===== src/rtl/lc3b_types.sv =====
// Shared types for the lc3b memory path: word type, arbiter states and the
// registered memory request bundle.
package lc3b_types;

  typedef logic [15:0] lc3b_word;

  typedef enum logic [1:0] {IDLE, BUSY_A, BUSY_B} arb_state_t;
  typedef enum logic {PORT_A, PORT_B} arb_port_t;

  typedef struct packed {
    logic       read;
    logic       write;
    logic [1:0] wmask;
    lc3b_word   address;
    lc3b_word   wdata;
  } mem_req_t;

  // read+write together is a write, so the read strobe is suppressed
  function automatic mem_req_t make_req(input logic rd, input logic wr,
                                        input logic [1:0] wm,
                                        input lc3b_word a, input lc3b_word d);
    mem_req_t r;
    r.read    = rd & ~wr;
    r.write   = wr;
    r.wmask   = wm;
    r.address = a;
    r.wdata   = d;
    return r;
  endfunction

endpackage


===== src/rtl/mem_req_latch.sv =====
// Holding register for the granted memory request; drives the mem_* pins.
module mem_req_latch
  import lc3b_types::*;
(
  input  logic     clk,
  input  logic     rst_n,
  input  logic     load,
  input  mem_req_t d,
  output mem_req_t q
);

  always_ff @(posedge clk or negedge rst_n) begin
    if (!rst_n)    q <= '0;
    else if (load) q <= d;
  end

endmodule


===== src/rtl/mem_port_arbiter.sv =====
// Two-port (ifetch / data) to single memory port arbiter, one transaction
// outstanding, round-robin or fixed-priority tie break.
module mem_port_arbiter
  import lc3b_types::*;
#(
  parameter bit ROUND_ROBIN  = 1'b1,
  parameter bit FIXED_WINNER = 1'b1
) (
  input  logic        clk,
  input  logic        rst_n,
  input  logic        read_a,
  input  logic        write_a,
  input  logic [1:0]  wmask_a,
  input  logic [15:0] address_a,
  input  logic [15:0] wdata_a,
  output logic        resp_a,
  output logic [15:0] rdata_a,
  input  logic        read_b,
  input  logic        write_b,
  input  logic [1:0]  wmask_b,
  input  logic [15:0] address_b,
  input  logic [15:0] wdata_b,
  output logic        resp_b,
  output logic [15:0] rdata_b,
  output logic        mem_read,
  output logic        mem_write,
  output logic [1:0]  mem_wmask,
  output logic [15:0] mem_address,
  output logic [15:0] mem_wdata,
  input  logic        mem_resp,
  input  logic [15:0] mem_rdata
);

  arb_state_t state, state_d;
  arb_port_t  last_grant, last_grant_d, win;
  mem_req_t   req_q, req_d;
  logic       req_ld;
  logic       req_a, req_b;

  assign req_a = read_a | write_a;
  assign req_b = read_b | write_b;

  always_ff @(posedge clk or negedge rst_n) begin
    if (!rst_n) begin
      state      <= IDLE;
      last_grant <= PORT_A;
    end else begin
      state      <= state_d;
      last_grant <= last_grant_d;
    end
  end

  always_comb begin
    state_d      = state;
    last_grant_d = last_grant;
    req_ld       = 1'b0;
    req_d        = req_q;
    resp_a       = 1'b0;
    resp_b       = 1'b0;
    win          = PORT_A;
    case (state)
      IDLE: begin
        if (req_a && req_b)
          win = ROUND_ROBIN ? ((last_grant == PORT_A) ? PORT_B : PORT_A)
                            : arb_port_t'(FIXED_WINNER);
        else
          win = req_b ? PORT_B : PORT_A;
        if (req_a || req_b) begin
          req_ld  = 1'b1;
          req_d   = (win == PORT_B)
                    ? make_req(read_b, write_b, wmask_b, address_b, wdata_b)
                    : make_req(read_a, write_a, wmask_a, address_a, wdata_a);
          state_d = (win == PORT_B) ? BUSY_B : BUSY_A;
        end
      end
      BUSY_A, BUSY_B: begin
        // Completion drops the strobes but keeps address/data as last driven
        if (mem_resp) begin
          resp_a       = (state == BUSY_A);
          resp_b       = (state == BUSY_B);
          last_grant_d = (state == BUSY_B) ? PORT_B : PORT_A;
          req_ld       = 1'b1;
          req_d.read   = 1'b0;
          req_d.write  = 1'b0;
          state_d      = IDLE;
        end
      end
      default: state_d = IDLE;
    endcase
  end

  mem_req_latch u_req (
    .clk   (clk),
    .rst_n (rst_n),
    .load  (req_ld),
    .d     (req_d),
    .q     (req_q)
  );

  assign mem_read    = req_q.read;
  assign mem_write   = req_q.write;
  assign mem_wmask   = req_q.wmask;
  assign mem_address = req_q.address;
  assign mem_wdata   = req_q.wdata;

  assign rdata_a = mem_rdata;
  assign rdata_b = mem_rdata;

endmodule

===== config.mk =====
export PLATFORM = sky130hd
export DESIGN_NAME = mem_port_arbiter
export DESIGN_NICKNAME = d
export VERILOG_FILES = /design/src/rtl/lc3b_types.sv /design/src/rtl/mem_req_latch.sv /design/src/rtl/mem_port_arbiter.sv
export SDC_FILE = /design/constraint.sdc
export NUM_CORES = 1
export LEC_CHECK = 0
export ABC_AREA = 1
export CAP_MARGIN = 20
export CORE_UTILIZATION = 32
export DETAILED_ROUTE_END_ITERATION = 10
export GPL_TIMING_DRIVEN = 1
export PLACE_DENSITY = 0.89
export SYNTH_ARGS = -nofsm -noshare
export SYNTH_HDL_FRONTEND = slang
export SYNTH_SLANG_ARGS = --single-unit

===== constraint.sdc =====
create_clock -name clk -period 1.35 [get_ports clk]
set_input_delay 0.405 -clock clk [delete_from_list [all_inputs] [get_ports clk]]
set_output_delay 0.405 -clock clk [all_outputs]
set_load 0.03 [all_outputs]

==> results.md <==
- Outcome: complete, but fails checks
- Violated checks: negative setup slack
- Total GRT Usage: 0.165
- DP Wirelength: 4.65 mm
- Place WS: -0.531 ns
- Global-route wire length before repair: 9.89 mm
- Clock transition at path regs: 0.08 ns
- Mux contribution to synthesized area: 0
- Pwr dens: 2270 mW/mm^2
- Total length of routed wires: 7.04 mm
- Layout cells sized above 1: 0.263
- Via density: 4.30
- Root buf cell: clkbuf_8
- CP startpoint kind: flip-flop
- CP peak stage delay: 0.37 ns
- Crit path required time: 0.95 ns
- Final setup skew: between 0.002 and 0.003 ns
- Worst Path Arrival: roughly 1.3 ns
- Layout area overhead: 63.6%
- Die Y: 87.8 um
- Fin cells: around 540
- Period utilisation layout: 1.24
- Post-Synth XOR/XNOR Area: 0
- Post-Synth Simple-Gate Area: 0.386
- CTS Buffer Depth: 2
- Commonest non-fill, non-tap cell in the layout: nand2_1
- Rows: 30
- Leak: 2.03 nW
- Clk sink count: 39
- Num ports: 161
- Post-synthesis cell area: 0.00235 mm^2
- Largest family of logic cells by synthesized area: simple AND/OR/NAND/NOR gates
- Final nets: 539
- FF-to-FF End: u_req.q[34]
- Final hold violation count: 0
- FF-to-FF path depth: 10
- Clk_lat worst skew: approximately 0.28 ns
- Crit Path Max Fanout: 3
- Unrepaired setup endpoints after global routing: true
- Post-CTS Hold Buffers: 0
- Setup crit end kind: output pin
- Yosys cell types: 17
- Number of synthesized register bits: 39
- CTS tree: built
- DR vias: 2,324
- WL per Instance: 13.0 um
- R2r setup slk: -0.01 ns
- Psw: 4.01 mW
- Largest net degree at the start of global routing: 40
- Slew @ Worst Pin: 0.219 ns
- Net count after synthesis: ~430
- Post-Syn Instances: roughly 340
- Placed cells: slightly above 500
- CP Cell Sequence: inv_2 > ha_4 > nand2_4 > nor2_4 > buf_12
- Sw frac: 0.460
- Area of the core: 0.00694 mm^2
- Worst r2r src: state[0]
- Antenna violations before repair: 0
- Flop pwr share: 0.240
- Max Clk Rate: 0.595 GHz
- Chip Width: 87.8 um
- DRT iter0 DRCs: 79
- Drt first pass iters: 4
- Max Cap Viol: 0
- Clock network fraction of total power: 0.115
- DRC Markers: 0
- Worst path slowest cell: dfrtp_1
- Hold Path Class: input port to asynchronous set/reset pin
- Setup WS post-layout: -0.329 ns
- Tmin final: between 1.5 and 2 ns
- Most frequent cells in the layout: nand2_1, clkdlybuf4s50_1, buf_4
- Final setup vio count: 7
- Avg Inst Size Synth: 6.98 um^2
- Post-synthesis sequential area ratio: 0.415
- Post-route ant nets: 0
- GRT overflow: 0
- Warnings, synthesis: 0
- H-Tree Depth: 2
- Comb pwr share: 0.645
- Post-Synth Adder-Cell Area: 0.0213
- Initial core utilization: 0.339
- Gp weighted congestion: 0.834
- Int Pwr: between 4 and 5 mW
- Slew Limit Fails: 0
- Kind of critical path: flip-flop to output pin
- Slew margin rel.: 0.854
- Tot Pwr: 8.73 mW
- Compound-Gate Fraction of Synth Area: 0.0144
- Total CTS buffers: 5
- Peak VDD IR: 0.00118 V
- Ant. Diodes: 0
- Vias in the first global route: 2,249
- Die area: 0.00770 mm^2
- Number of port buffers: roughly 110
-- power by group through the flow --
stage | Combinational, mW | Sequential (mW) | Clock (mW)
finish | 5.63 | 2.09 | 1.00
global placement | 4.44 | 2.05 | 0
CTS | 4.79 | 2.06 | 1.03
detailed placement | 4.58 | 2.07 | 0
floorplan | 2.02 | 3.05 | 0
global route | 6.10 | 2.16 | 1.09
-- cell usage after synthesis --
cell / number / area, um^2
inv_2: 1 / 3.75
nand2_4: 1 / 11.3
buf_4: 32 / 240
nand2_2: 2 / 12.5
buf_6: 6 / 67.6
ha_1: 4 / 50.1
buf_2: 6 / 30.0
o21ai_0: 5 / 25.0
inv_1: 8 / 30.0
nand3_1: 3 / 15.0
nor2_1: 7 / 26.3
inv_4: 2 / 12.5
nand2_1: 218 / 818
nor2_2: 1 / 6.26
nor2_8: 1 / 20.0
o21ai_2: 1 / 8.76
dfrtp_1: 39 / 976
-- registers in the layout, summed over array words and instances, names as in the netlist --
name	count
state	2
u_req.q	36
last_grant	1
-- metrics by stage --
| step | instance area, um^2 | hold WS, ns | TNS, ns | utilization |
|---|---|---|---|---|
| 4_1_cts | 3560 | 0.0773 | -0.687 | 0.513 |
| 2_1_floorplan | 2380 | 0.109 | -0.00190 | - |
| 5_1_grt | 3850 | 0.0805 | -1.91 | 0.554 |
| 3_5_place_dp | 3380 | 0.391 | -19.61 | 0.487 |
| 3_3_place_gp | 3380 | 0.386 | -16.45 | 0.487 |
| 6_report | 3850 | 0.0734 | -0.662 | 0.554 |
-- repair_timing --
item / CTS / global route
pin swaps: 8 / 9
resized for setup: 22 / 37
gates cloned: 0 / 8
buffers inserted: 2 / 6
endpoints found under the setup margin: 40 / 31
-- routing by layer --
layer | wire length [um] | up-vias | track usage | share of wire
met5 | 0 | - | 0 | 0
met4 | 62 | 0 | 0.0492 | 0.0088
met3 | 348 | 11 | 0.0415 | 0.049
met2 | 3740 | 82 | 0.320 | 0.53
met1 | 2880 | 1033 | 0.174 | 0.41
li1 | - | 1198 | - | -
-- layout make-up --
| class | count | area (um^2) |
|---|---|---|
| Sequential cell | 39 | 976 |
| Clock buffer | 6 | 82.6 |
| Multi-Input combinational cell | 243 | 1140 |
| Fill cell | 635 | 3090 |
| Timing Repair Buffer | 141 | 1400 |
| Tap cell | 96 | 120 |
| Clock inverter | 2 | 35.0 |
| Inverter | 11 | 61.3 |
| Timing Repair inverter | 3 | 36.3 |
-- worst max-delay path by stage --
stage	startpoint	endpoint	slack, ns	depth (start not counted)
2_1_floorplan	state[0]	resp_b	-0.002	4
6_report	state[0]	resp_b	-0.33	5
3_5_place_dp	read_a	u_req.q[9]	-0.53	8
3_3_place_gp	read_a	u_req.q[3]	-0.43	8
4_1_cts	state[0]	resp_b	-0.34	5
5_1_grt	state[1]	resp_b	-0.39	5
-- cells by family (layout without fill, tap and decap cells) --
family | count (synthesis) | in the layout
flops | 39 | 39
compound gates | 6 | 6
simple gates | 233 | 233
fa+ha+maj | 4 | 4
buf+inv | 55 | 163
-- worst max-delay path, delay by kind of cell (launching register included) --
kind / cells / cell delay [ns]
flip-flops: 1 / 0.37
adder cells (fa/ha/maj): 1 / 0.28
buffers and inverters: 2 / 0.19
AND/OR/NAND/NOR: 2 / 0.15
(Power assumes the default switching activity.)
